### src/rtl/particle_pkg.sv
// particle_pkg: shared types and constants for the particle drawing stage.
//   SPRITE_SIZE  - sprite edge length in pixels (64x64 sprite)
//   PIPE_LAT     - fixed latency of the overlay pipeline in clocks
//   state_t      - particle lifecycle states
//   vga_timing_t - bundle of VGA timing signals carried down the pipeline
package particle_pkg;

  localparam int SPRITE_SIZE = 64;
  localparam int PIPE_LAT    = 3;

  typedef enum logic {
    IDLE = 1'b0,
    FLY  = 1'b1
  } state_t;

  typedef struct packed {
    logic [10:0] vcount;
    logic [10:0] hcount;
    logic        vsync;
    logic        hsync;
    logic        vblnk;
    logic        hblnk;
  } vga_timing_t;

  // Offset of a beam coordinate from a sprite origin, widened so that a beam
  // left of / above the origin shows up as bit 12 set instead of wrapping.
  function automatic logic [12:0] sprite_offset(input logic [10:0] beam,
                                                input logic [11:0] origin);
    return {2'b00, beam} - {1'b0, origin};
  endfunction

  // Signed 8-bit increment that sticks at +127.
  function automatic logic [7:0] sat_inc_s8(input logic [7:0] v);
    return (v == 8'h7F) ? v : v + 8'd1;
  endfunction

endpackage

### src/rtl/particle_motion.sv
// particle_motion: particle lifecycle FSM, per-frame position/velocity update,
// lifetime counter and frame-tick (vblank rising edge) detection.
// Optional feature macro: PARTICLE_GRAVITY_EN (vy += 1 per frame, saturating).
//   clk60MHz  in   pixel clock
//   rst       in   synchronous active-high reset
//   launch    in   single-cycle spawn request
//   launch_x  in   spawn x (sprite top-left)
//   launch_y  in   spawn y (sprite top-left)
//   vblnk_in  in   vertical blank, rising edge is the frame tick
//   x, y      out  current sprite top-left corner
//   alive     out  high while the particle is flying
//
// state | meaning
// IDLE  | no particle; waiting for launch
// FLY   | particle alive; moves once per frame tick until lifetime/edge kill
module particle_motion
  import particle_pkg::*;
#(
  parameter int              H_ACTIVE = 800,
  parameter int              V_ACTIVE = 600,
  parameter int              LIFETIME = 60,
  parameter logic signed [7:0] VX_INIT = 8'sd3,
  parameter logic signed [7:0] VY_INIT = -8'sd4
) (
  input  logic        clk60MHz,
  input  logic        rst,
  input  logic        launch,
  input  logic [11:0] launch_x,
  input  logic [11:0] launch_y,
  input  logic        vblnk_in,
  output logic [11:0] x,
  output logic [11:0] y,
  output logic        alive
);

  localparam logic signed [12:0] H_LIM = 13'(H_ACTIVE);
  localparam logic signed [12:0] V_LIM = 13'(V_ACTIVE);

  state_t      state_q, state_d;
  logic        vblnk_q, vblnk_d;
  logic [11:0] x_q, x_d;
  logic [11:0] y_q, y_d;
  logic [7:0]  vx_q, vx_d;
  logic [7:0]  vy_q, vy_d;
  logic [7:0]  frames_q, frames_d;

  logic              tick;
  logic [7:0]        frames_dec;
  logic signed [12:0] nx;
  logic signed [12:0] ny;
  logic              kill;

  always_comb begin
    state_d  = state_q;
    vblnk_d  = vblnk_in;
    x_d      = x_q;
    y_d      = y_q;
    vx_d     = vx_q;
    vy_d     = vy_q;
    frames_d = frames_q;

    tick       = vblnk_in & ~vblnk_q;
    frames_dec = frames_q - 8'd1;
    nx         = $signed({1'b0, x_q}) + $signed({{5{vx_q[7]}}, vx_q});
    ny         = $signed({1'b0, y_q}) + $signed({{5{vy_q[7]}}, vy_q});
    kill       = (frames_dec == 8'd0) || nx[12] || ny[12] ||
                 (nx >= H_LIM) || (ny >= V_LIM);

    case (state_q)
      IDLE: begin
        // A tick coinciding with launch is ignored: the particle starts moving
        // on the first tick seen while in FLY.
        if (launch) begin
          x_d      = launch_x;
          y_d      = launch_y;
          vx_d     = VX_INIT;
          vy_d     = VY_INIT;
          frames_d = 8'(LIFETIME);
          state_d  = FLY;
        end
      end
      FLY: begin
        if (tick) begin
          frames_d = frames_dec;
          if (kill) begin
            state_d = IDLE;
          end else begin
            x_d = nx[11:0];
            y_d = ny[11:0];
`ifdef PARTICLE_GRAVITY_EN
            vy_d = sat_inc_s8(vy_q);
`endif
          end
        end
      end
      default: state_d = IDLE;
    endcase
  end

  always_ff @(posedge clk60MHz) begin
    if (rst) begin
      state_q  <= IDLE;
      vblnk_q  <= 1'b0;
      x_q      <= '0;
      y_q      <= '0;
      vx_q     <= '0;
      vy_q     <= '0;
      frames_q <= '0;
    end else begin
      state_q  <= state_d;
      vblnk_q  <= vblnk_d;
      x_q      <= x_d;
      y_q      <= y_d;
      vx_q     <= vx_d;
      vy_q     <= vy_d;
      frames_q <= frames_d;
    end
  end

  assign x     = x_q;
  assign y     = y_q;
  assign alive = (state_q == FLY);

endmodule

### src/rtl/particle_draw.sv
// particle_draw: VGA drawing stage that overlays one moving 64x64 particle
// sprite (pixels fetched from particle_rom) onto the incoming pixel stream.
// Fixed 3-cycle latency on all timing and colour signals.
// Optional feature macro: PARTICLE_GRAVITY_EN (handled in particle_motion).
//   clk60MHz, rst          pixel clock, synchronous active-high reset
//   launch, launch_x/_y    spawn request and sprite top-left position
//   *count_in, *sync_in, *blnk_in, rgb_in   upstream pixel stream
//   rom_addr / rom_rgb     particle_rom address out, pixel back 1 cycle later
//   *count_out, *sync_out, *blnk_out, rgb_out  downstream pixel stream
//   busy                   high while a particle is alive
module particle_draw
  import particle_pkg::*;
#(
  parameter int                H_ACTIVE        = 800,
  parameter int                V_ACTIVE        = 600,
  parameter int                LIFETIME        = 60,
  parameter logic signed [7:0] VX_INIT         = 8'sd3,
  parameter logic signed [7:0] VY_INIT         = -8'sd4,
  parameter logic [11:0]       TRANSPARENT_RGB = 12'h000
) (
  input  logic        clk60MHz,
  input  logic        rst,
  input  logic        launch,
  input  logic [11:0] launch_x,
  input  logic [11:0] launch_y,
  input  logic [10:0] vcount_in,
  input  logic [10:0] hcount_in,
  input  logic        vsync_in,
  input  logic        hsync_in,
  input  logic        vblnk_in,
  input  logic        hblnk_in,
  input  logic [11:0] rgb_in,
  output logic [11:0] rom_addr,
  input  logic [11:0] rom_rgb,
  output logic [10:0] vcount_out,
  output logic [10:0] hcount_out,
  output logic        vsync_out,
  output logic        hsync_out,
  output logic        vblnk_out,
  output logic        hblnk_out,
  output logic [11:0] rgb_out,
  output logic        busy
);

  logic [11:0] x;
  logic [11:0] y;
  logic        alive;

  particle_motion #(
    .H_ACTIVE (H_ACTIVE),
    .V_ACTIVE (V_ACTIVE),
    .LIFETIME (LIFETIME),
    .VX_INIT  (VX_INIT),
    .VY_INIT  (VY_INIT)
  ) u_motion (
    .clk60MHz (clk60MHz),
    .rst      (rst),
    .launch   (launch),
    .launch_x (launch_x),
    .launch_y (launch_y),
    .vblnk_in (vblnk_in),
    .x        (x),
    .y        (y),
    .alive    (alive)
  );

  vga_timing_t tin;
  vga_timing_t s1_q, s1_d;
  vga_timing_t s2_q, s2_d;
  vga_timing_t s3_q, s3_d;
  logic [11:0] rgb1_q, rgb1_d;
  logic [11:0] rgb2_q, rgb2_d;
  logic [11:0] rgb3_q, rgb3_d;
  logic        hit1_q, hit1_d;
  logic        hit2_q, hit2_d;
  logic [11:0] rom_addr_q, rom_addr_d;

  logic [12:0] dx;
  logic [12:0] dy;
  logic        blank2;

  always_comb begin
    tin.vcount = vcount_in;
    tin.hcount = hcount_in;
    tin.vsync  = vsync_in;
    tin.hsync  = hsync_in;
    tin.vblnk  = vblnk_in;
    tin.hblnk  = hblnk_in;

    // Stage 1: hit test and ROM address. Bits [12:6] clear means the offset
    // is in 0..63 and the beam is not left of / above the origin.
    dx     = sprite_offset(hcount_in, x);
    dy     = sprite_offset(vcount_in, y);
    hit1_d = alive && (dx[12:6] == 7'd0) && (dy[12:6] == 7'd0);
    rom_addr_d = hit1_d ? {dy[5:0], dx[5:0]} : 12'h000;
    s1_d   = tin;
    rgb1_d = rgb_in;

    // Stage 2: wait for the ROM pixel.
    s2_d   = s1_q;
    rgb2_d = rgb1_q;
    hit2_d = hit1_q;

    // Stage 3: overlay, never during blanking.
    blank2 = s2_q.hblnk | s2_q.vblnk;
    s3_d   = s2_q;
    rgb3_d = (hit2_q && !blank2 && (rom_rgb != TRANSPARENT_RGB)) ? rom_rgb : rgb2_q;
  end

  always_ff @(posedge clk60MHz) begin
    if (rst) begin
      s1_q       <= '0;
      s2_q       <= '0;
      s3_q       <= '0;
      rgb1_q     <= '0;
      rgb2_q     <= '0;
      rgb3_q     <= '0;
      hit1_q     <= 1'b0;
      hit2_q     <= 1'b0;
      rom_addr_q <= '0;
    end else begin
      s1_q       <= s1_d;
      s2_q       <= s2_d;
      s3_q       <= s3_d;
      rgb1_q     <= rgb1_d;
      rgb2_q     <= rgb2_d;
      rgb3_q     <= rgb3_d;
      hit1_q     <= hit1_d;
      hit2_q     <= hit2_d;
      rom_addr_q <= rom_addr_d;
    end
  end

  assign rom_addr   = rom_addr_q;
  assign vcount_out = s3_q.vcount;
  assign hcount_out = s3_q.hcount;
  assign vsync_out  = s3_q.vsync;
  assign hsync_out  = s3_q.hsync;
  assign vblnk_out  = s3_q.vblnk;
  assign hblnk_out  = s3_q.hblnk;
  assign rgb_out    = rgb3_q;
  assign busy       = alive;

endmodule

### config.mk
export PLATFORM = sky130hd
export DESIGN_NAME = particle_draw
export DESIGN_NICKNAME = d
export VERILOG_FILES = /design/src/rtl/particle_pkg.sv /design/src/rtl/particle_motion.sv /design/src/rtl/particle_draw.sv
export SDC_FILE = /design/constraint.sdc
export NUM_CORES = 1
export LEC_CHECK = 0
export CORE_UTILIZATION = 45
export DETAILED_ROUTE_END_ITERATION = 8
export GPL_TIMING_DRIVEN = 0
export PLACE_DENSITY_LB_ADDON = 0.15
export SYNTH_ARGS = -nofsm -noshare
export SYNTH_HDL_FRONTEND = slang
export SYNTH_SLANG_ARGS = --single-unit
### constraint.sdc
create_clock -name clk60MHz -period 5 [get_ports clk60MHz]
set_input_delay 1.5 -clock clk60MHz [delete_from_list [all_inputs] [get_ports clk60MHz]]
set_output_delay 1.5 -clock clk60MHz [all_outputs]
set_load 0.01 [all_outputs]
==> flow_summary.toml <==
[run_status]
status = "complete, no violations"

[clock_network]
clk_pin_slew_ns = 0.06
clock-root-buffer = "clkbuf_16"
cts_resized = 0
ctsHoldBuffers = 0
cts.sinks = 162
cts_setup_buffers = 0
cts_buffers = 17
clk_latency_ns = 0.42
htreeDepth = 4
clk_path_buf_depth = 2
tritoncts = "done"

[synth]
netlist_instances = 743
syn_nets = 860
synth-edff-count = 0
ys_top_cells_by_area = "dfxtp_1, nor2b_1, ha_1, mux2i_1, nor2_1"
yosysWarnings = 0
netlist_area_sq_um = 7000
synth-async-reset-ratio_pct = 0
synth.distinct_cells = 55
synthMuxAreaShare_pct = 4.73
syn_area_per_cell_sq_um = 9.43
synth_adder_area_share_pct = 7.57
ys_seq_area_share_pct = 46.3
synth_top_family_by_area = "simple AND/OR/NAND/NOR gates"
yosys.area.top_type_share_pct = 46.3
synth_ff_type = "dfxtp_1"
synth-simple-area-share_pct = 22.9
synth_compound_area_share_pct = 12.0
synth_xor_area_share_pct = 2.50
yosys.area.top_type = "dfxtp_1"
synth_seq_cells = 162

[placement]
dp_hpwl_mm = 12.7
dpl_worst_slack_ns = 0.147
place_inst = 1058
globalplace.congestion = 0.874
port-buffer-count = 127
placed_area_sq_um = 8510

[sta]
fin_skew_ns = 0.00952
setup_viol_count_final = 0
timing.hold.ws_ns = 0.433
postLayoutSetupSlackWorst_ns = 0.523
fin_setup_tns_ns = 0
tightest_slew_ns = 0.711
slew_viol_final = 0
max_slew_margin_pct = 52.6
fin_crit_ns = 4.48
finalCritPeriodShare_pct = 89.5
rsz0062_at_grt = "false"
hold_viol_final = 0
fmax_mhz = 223

[final_layout]
postLayoutCellArea_sq_um = 9100
diodes = 0
nFillCells = 1303
stdcell_count = 1090
multi_input_area_sq_um = 3480
syn_to_final_growth_pct = 30.0
final_layout_size_suffix_gt1_share_pct = 6.76
fin_util_pct = 59.9
layout_common_cells = "dfxtp_1, clkdlybuf4s50_1, nor2b_1, nor2_1, inv_1"
layout_commonest_cell = "dfxtp_1"
regArea_sq_um = 3240
fin_nets = 1006

[global_route]
antenna_found_initial = 0
grt_overflow = 0
grt_pass1_vias = 5335
grt_max_degree = 18
grt_pass1_wl_mm = 26.3
grt.total_usage_pct = 21.0

[setup_path]
crit_type = "in2reg"
reg2reg_setup_slack_ns = 0.95
slowest_stage = "or4_4"
setup.worst_path.end_class = "flip-flop"
reg2reg_to = "u_motion.x[11]"
cp-start-kind = "input pin"
cp_cell_sequence = "clkdlybuf4s50_1, ha_1, a221oi_2, nor2_1, or4_1, a2111oi_2, o221ai_1, or4_4, nor4b_1"
critical-path-max-stage-delay_ns = 0.59
critPathMaxFanout = 4
crit_required_ns = 5.27
arrival_ns = 4.74
rr_worst_depth = 13
reg2reg_from = "u_motion.vx_q[0]"

[floorplan]
ios = 128
dieArea_sq_um = 16100
initial_core_util_pct = 46.1
die_w_um = 127
core-area_sq_um = 15200
die_height_um = 127
rows = 45

[pwr]
p_leak_nw = 3.51
p_total_mw = 3.23
irDropWorstVdd_v = 0.000251
power_density_nw_per_um2 = 355

[hold_path]
hold_depth = 1
min_path_type = "reg2reg"
worstHoldStart = "s2_q[10]"
hold_end = "hcount_out[6]"

[routing]
drc = 0
wire_per_inst_um = 15.0
firstDrtPassIters = 5
antenna_left = 0
vias = 5569
viasPerCell = 5.11
first_iter_violations = 357
wl_mm = 16.3

[flow_run]
maxCapViolCount = 0
## sequential cells by signal (all words and copies together), names as in the netlist, 8 cells and up
signal	count
rom_addr	12
s2_q	26
vcount_out	11
u_motion.y	12
u_motion.frames_q	8
rgb_out	12
rgb1_q	12
hcount_out	11
s1_q	25
rgb2_q	12
u_motion.x	12
## cell families (layout without fill, tap and decap cells)
kind of cell	count (synthesis)	count (layout)
xor+xnor	20	20
buf+inv	71	230
mux	33	33
simple gates	288	288
flops	162	162
compound gates	129	129
fa+ha+maj	40	40
## how the worst max path moves through the flow
stage,startpoint,endpoint,slack (ns),cells after the start
after floorplan,hcount_in[10],rom_addr[10],0.87,9
after global placement,hcount_in[10],rom_addr[5],0.14,9
after detailed placement,hcount_in[9],rom_addr[5],0.15,10
after CTS,hcount_in[9],rom_addr[5],0.50,10
after global routing,hcount_in[9],rom_addr[5],0.36,10
final,hcount_in[10],rom_addr[5],0.52,9
## worst max-delay path: cells and delay by family
kind                       cells  cell delay [ns]
and+or+nand+nor                4             1.66
buffers and inverters          1             0.47
adders and majority gates      1             0.37
AOI/OAI and AO/OA              3             0.75
## power breakdown
part           switching [mW]  leakage [nW]  internal (mW)  total [mW]
Combinational           0.300          1.89          0.255       0.555
Clock                   0.573         0.279          0.711        1.28
Sequential             0.0414          1.33           1.35        1.39
Total                   0.914          3.51           2.32        3.23
## synth_stat cells, types with 3 or more instances
library cell and instances:
dfxtp_1 162, nor2b_1 106, nor2_1 62, inv_1 40, ha_1 36, nand2_1 36, a21oi_1 34, o21ai_0 33
mux2i_1 32, clkbuf_1 24, nor3_1 17, xnor2_1 15, nand3_1 13, a211oi_1 10, nand2b_1 9, nor4_2 9
o21a_1 8, o31ai_1 7, nor4_1 6, a21o_1 5, a31oi_1 5, and3_1 5, nand4_1 5, or2_2 5
xor2_1 5, a211o_1 4, a311oi_1 4, fa_1 4, a31o_2 3, nand3b_1 3, nor4b_1 3, or3_1 3
## final cells by class
| type | count | area share (%) |
|---|---|---|
| clock inverters | 15 | 1.84 |
| multi-input cells | 510 | 38.2 |
| flip-flops and latches | 162 | 35.6 |
| repair buffers | 127 | 14.0 |
| well taps | 188 | 2.58 |
| plain buffers | 30 | 1.39 |
| clock buffers | 17 | 4.67 |
| inverters | 41 | 1.69 |
## per-layer routing
metal  routed length, um  vias to the layer above  track usage [%]
met4                 297                        0             6.65
met3                 810                       25             5.48
met2                7940                      166             36.2
met1                7260                     2533             25.4
met5                   0                        -                0
li1                    -                     2845                -
Note: power is estimated with default switching activity, not from simulation.
==> variant 1, RTL diff (same flow settings) <==
Take the reset off `x_q`, `y_q`, `vx_q` and `vy_q` and load them in a clocked block of their own.
--- a/src/rtl/particle_motion.sv
+++ b/src/rtl/particle_motion.sv
@@ -101,20 +101,19 @@
     if (rst) begin
       state_q  <= IDLE;
       vblnk_q  <= 1'b0;
-      x_q      <= '0;
-      y_q      <= '0;
-      vx_q     <= '0;
-      vy_q     <= '0;
       frames_q <= '0;
     end else begin
       state_q  <= state_d;
       vblnk_q  <= vblnk_d;
-      x_q      <= x_d;
-      y_q      <= y_d;
-      vx_q     <= vx_d;
-      vy_q     <= vy_d;
       frames_q <= frames_d;
     end
+  end
+
+  always_ff @(posedge clk60MHz) begin
+    x_q  <= x_d;
+    y_q  <= y_d;
+    vx_q <= vx_d;
+    vy_q <= vy_d;
   end
 
   assign x     = x_q;
Formal check against the unedited RTL: no difference found for any inputs over 4 cycles, from zero or initial values and one cycle with rst high; that may be too few to reach the edited logic, so the function may still have changed.
==> variant 1 against the unedited design <==
  * Maximum frequency rose by 14%
  * Setup slack improved by 0.56 ns
  * Area after synthesis down 5.0%
  * Power is 3.6% lower
  * Sequential cell count shrank 1
  * Final area down 3.9%
  * Wire length is 10% lower
  * Non-clock buffer count decreased by 5
  * Critical endpoint unchanged
  * Largest cell class is now sequential cells
==> variant 1: results (changes against the unedited design) <==
Status
  • Outcome: completed (unchanged)

Clock tree
  • Latest clock arrival within the worst-skew pair: approximately 0.43 ns
  • Root Driver: clkbuf_16 (unchanged)
  • H-tree depth: 4 (unchanged)
  • Deepest clock path buffer count: 2 (unchanged)
  • Number of buffers created by CTS: 17 (unchanged)
  • Post-cts resize count: 0 (unchanged)
  • Clock-pin transition on the worst setup and hold timing paths: 0.07 ns
  • Setup Buffers After CTS: 0 (unchanged)

Worst setup path
  • Reg2reg end: u_motion.y[7] (was u_motion.x[11])
  • Crit path capture: rom_addr[5] (unchanged)
  • Max FO, Critical Path: 10 (was 4)
  • R2R depth: 10 (was 13)
  • CP max-delay cell: clkdlybuf4s50_1 (was or4_4)
  • Worst path arrival time: 4.27 ns (was 4.74 ns)
  • CP peak stage delay: 0.46 ns (was 0.59 ns)
  • CP delay by family, top: simple AND/OR/NAND/NOR gates (unchanged)
  • Reg-to-reg slack, setup: 2.08 ns (was 0.95 ns)
  • Worst Setup SP: vcount_in[0] (was hcount_in[10])
  • Reg2reg start: u_motion.x[1] (was u_motion.vx_q[0])

Min path
  • Path type of the worst min-delay path: register to register (unchanged)

GRT
  • Total track usage: 20.3% (was 21.0%)
  • Pin count of the biggest net entering global routing: 19 (was 18)
  • Global-route wire length before repair: 23.1 mm (was 26.3 mm)
  • Initial antenna violation count: 0 (unchanged)
  • Vias in the first global route: 4831 (was 5335)
  • Congestion Overflow GR: 0 (unchanged)

Synthesis
  • Number of flops mapped to enable cells by yosys: 24 (was 0)
  • Commonest cells post-synth: 137 x dfxtp_1, 105 x nor2b_1, 64 x nor2_1 (was 162 x dfxtp_1, 106 x nor2b_1, 62 x nor2_1)
  • Synth Net Count: 766 (was 860)
  • Seq/Total Area, Yosys: 52.1% (was 46.3%)
  • Asr flop ratio synth: 0% (unchanged)
  • Yosys warns: 0 (unchanged)
  • Synth area leaders: dfxtp_1 41%, edfxtp_1 11%, nor2b_1 9.9% (was dfxtp_1 46%, nor2b_1 9.5%, ha_1 6.4%)
  • Number of distinct library cells after synthesis: 58 (was 55)

Power
  • Peak supply drop: 0.221 mV (was 0.251 mV)
  • Static Leak: 3.40 nW (was 3.51 nW)

Placed design
  • I/O Buffers: 126 (was 127)
  • Final Wtd Congestion: 0.848 (was 0.874)
  • Pre-CTS WS: 0.631 ns (was 0.147 ns)
  • Detailed Place HPWL: 11.3 mm (was 12.7 mm)

Detailed routing
  • Initial DRC Count: 257 (was 357)
  • DR pass1 iterations: 4 (was 5)
  • Vias: 4959 (was 5569)
  • Average routed wire per standard cell: 14.6 um (was 15.0 um)

Layout
  • Biggest regs: s2_q x26, s1_q x25 (unchanged)
  • Nets@finish: 912 (was 1006)
  • ANT cells: 0 (unchanged)
  • Layout cells sized above 1: 7.08% (was 6.76%)
  • Fill count: 1212 (was 1303)

Timing
  • Max Clock Skew: 0.00686 ns (was 0.00952 ns)
  • Slew HR: 46.2% (was 52.6%)
  • Fmax: 0.255 GHz (was 0.223 GHz)
-- variant 1: cell count changes after synthesis, moves of 8 or more --
cell      delta
dfxtp_1     -25
edfxtp_1    +24
ha_1         -9
mux2i_1     -17
nand2_1     -11
nor3_2       +9
nor4_2       -9
o21a_1       -8
o21ai_0     -15
-- variant 1: logic make-up (layout without fill, tap and decap cells) --
| kind of cell | after synthesis | in the layout | synth area share [%] |
|---|---|---|---|
| simple gates | 265 | 265 | 22.6 |
| flops | 161 | 161 | 52.1 |
| compound gates | 93 | 93 | 8.91 |
| buf+inv | 63 | 222 | 3.80 |
| fa+ha+maj | 29 | 29 | 5.68 |
| xor+xnor | 29 | 29 | 3.82 |
| mux | 20 | 20 | 3.16 |
-- variant 1: how the worst min path moves through the flow --
stage | startpoint | endpoint | slack (ns) | cells after the start
CTS | s1_q[8] | s2_q[8] | 0.44 | 1
global route | s2_q[8] | hcount_out[4] | 0.45 | 1
finish | s1_q[17] | s2_q[17] | 0.43 | 1
floorplan | s2_q[4] | hcount_out[0] | 0.41 | 1
global placement | s1_q[3] | s2_q[3] | 0.42 | 1
detailed placement | s2_q[13] | hcount_out[9] | 0.42 | 1
-- variant 1: power breakdown --
group          switching [W]  total [W]  internal (W)  leakage, nW
combinational       0.000226   0.000434      0.000208         1.77
clock               0.000595    0.00127      0.000673        0.286
sequential         0.0000346    0.00141       0.00138         1.35
total               0.000855    0.00311       0.00226         3.40
-- variant 1: cell type report --
cell class              count  area [um^2]  share of cell area, %
well taps                 184          230                   2.63
repair buffers            127         1280                   14.6
clock buffers              17          425                   4.86
flip-flops and latches    161         3460                   39.6
inverters                  38          143                   1.63
clock inverters            15          163                   1.86
multi-input cells         436         2940                   33.6
plain buffers              25          110                   1.26
-- variant 1: metal layers --
metal	vias to the layer above	track usage, %	routed length (um)
met5	-	0	0
met4	0	10.0	405
met3	27	5.40	864
met2	141	33.8	6930
met1	2262	24.1	6420
li1	2529	-	-
-- variant 1: through the flow --
stage | utilization [%] | setup TNS, ns | std cells | instance area [um^2] | hold slack (ns)
6_report | 60.4 | 0 | 1003 | 8750 | 0.434
5_1_grt | 60.4 | 0 | 1003 | 8750 | 0.452
4_1_cts | 60.4 | 0 | 1003 | 8750 | 0.438
3_5_place_dp | 56.4 | 0 | 971 | 8160 | 0.424
3_3_place_gp | 56.2 | -6.82 | 970 | 8140 | 0.417
2_1_floorplan | - | 0 | 660 | 6650 | 0.414
==> variant 2, RTL diff (same settings) <==
Without the edit above. Add a define of `PARTICLE_GRAVITY_EN`.
--- a/src/rtl/particle_motion.sv
+++ b/src/rtl/particle_motion.sv
@@ -13,6 +13,8 @@
 // state | meaning
 // IDLE  | no particle; waiting for launch
 // FLY   | particle alive; moves once per frame tick until lifetime/edge kill
+`define PARTICLE_GRAVITY_EN
+
 module particle_motion
   import particle_pkg::*;
 #(
Function: changed (Yosys sat finds a counterexample within 10 cycles, from zero or initial values and one cycle with rst high).
==> variant 2 against the unedited design <==
  * Power grew 3.1%
  * Highest routed layer unchanged
  * Sequential power grew 5%
  * Synthesized cell count rose by 5.5%
  * Maximum frequency is 2.6% lower
  * Critical path depth increased by 5
  * Final area up 4.2%
  * Via count grew 7.5%
  * Area after synthesis increased by 4.9%
  * Largest cell class unchanged
  * Setup slack worse by 0.12 ns
  * Wire length grew 10%
  * Sequential cell count is 8 higher
==> variant 2: results (changes against the unedited design) <==
Layout
  • Nets@finish: 1050 (was 1006)
  • Layout cells sized above 1: 5.63% (was 6.76%)
  • Fill count: 1440 (was 1303)

Power
  • Sw frac: 26.8% (was 28.3%)
  • Sequential power share: 43.9% (was 43.1%)
  • Comb group: 0.000551 W (was 0.000555 W)
  • Peak supply drop: 0.257 mV (was 0.251 mV)
  • Static Leak: 3.62 nW (was 3.51 nW)

Timing
  • Slew HR: 47.2% (was 52.6%)

Min path
  • HP Start: s1_q[5] (was s2_q[10])

Placed design
  • Placed Area: 8890 um^2 (was 8510 um^2)
  • Final Wtd Congestion: 0.917 (was 0.874)
  • Pre-CTS WS: 0.00272 ns (was 0.147 ns)
  • Detailed Place HPWL: 13.6 mm (was 12.7 mm)

GRT
  • Vias in the first global route: 5524 (was 5335)
  • Total track usage: 22.1% (was 21.0%)
  • Pin count of the biggest net entering global routing: 17 (was 18)
  • Global-route wire length before repair: 28.2 mm (was 26.3 mm)

Synthesis
  • Seq/Total Area, Yosys: 46.3% (about the same)
  • Synth Net Count: 904 (was 860)
  • Synth area leaders: dfxtp_1 46%, nor2b_1 9.5%, ha_1 6.6% (was dfxtp_1 46%, nor2b_1 9.5%, ha_1 6.4%)
  • Number of distinct library cells after synthesis: 67 (was 55)
  • Asr flop ratio synth: 0% (unchanged)
  • Commonest cells post-synth: 170 x dfxtp_1, 111 x nor2b_1, 59 x nor2_1 (was 162 x dfxtp_1, 106 x nor2b_1, 62 x nor2_1)

Status
  • Outcome: completed (unchanged)

Worst setup path
  • CP delay by family, top: compound AO/OA/AOI/OAI gates (was simple AND/OR/NAND/NOR gates)
  • Worst Setup SP: hcount_in[0] (was hcount_in[10])
  • CP max-delay cell: clkdlybuf4s50_1 (was or4_4)

Detailed routing
  • Initial DRC Count: 335 (was 357)
  • Total wire length: 18.0 mm (was 16.3 mm)
  • DR pass1 iterations: 5 (unchanged)
==> variant 2: metal layers <==
metal  vias up  part of all wire, %  GRT usage, %  wire (um)
met4         0                  2.1          9.17        380
met2       185                   44          34.5       7980
met5         -                    0             0          0
met1      2728                   48          29.8       8700
li1       3053                    -             -          -
met3        21                  5.0          4.63        903
==> variant 2: through the flow <==
step                cells  hold slack (ns)  power, W
floorplan             784            0.414   0.00184
global placement     1127            0.416   0.00203
detailed placement   1127            0.420   0.00204
CTS                  1158            0.433   0.00335
global route         1158            0.450   0.00348
finish               1158            0.430   0.00333
==> variant 2: cell families after synthesis <==
logic type / count (synthesis) / synth area share [%]
muxes: 15 / 2.09
AOI/OAI and AO/OA: 156 / 14.7
xor gates and xnor gates: 17 / 2.03
adders and majority gates: 43 / 7.73
DFF: 170 / 46.3
and+or+nand+nor: 307 / 23.2
buffers and inverters: 76 / 3.93
==> variant 2: path summary, 6_finish.rpt <==
kind                         end  slack, ns  depth (start not counted)
setup / recovery     rom_addr[8]       0.40                         14
hold / removal           s2_q[5]       0.43                          1
setup reg to reg  u_motion.y[10]       1.12                         12
hold reg to reg          s2_q[5]       0.43                          1
==> variant 2: cell type report <==
| class | instances | share of cell area, % |
|---|---|---|
| Clock inverter | 12 | 1.46 |
| Buffer | 35 | 1.43 |
| Sequential cell | 170 | 35.9 |
| Multi-Input combinational cell | 538 | 38.6 |
| Clock buffer | 19 | 4.78 |
| Inverter | 41 | 1.62 |
| Timing Repair Buffer | 127 | 13.4 |
| Tap cell | 216 | 2.85 |
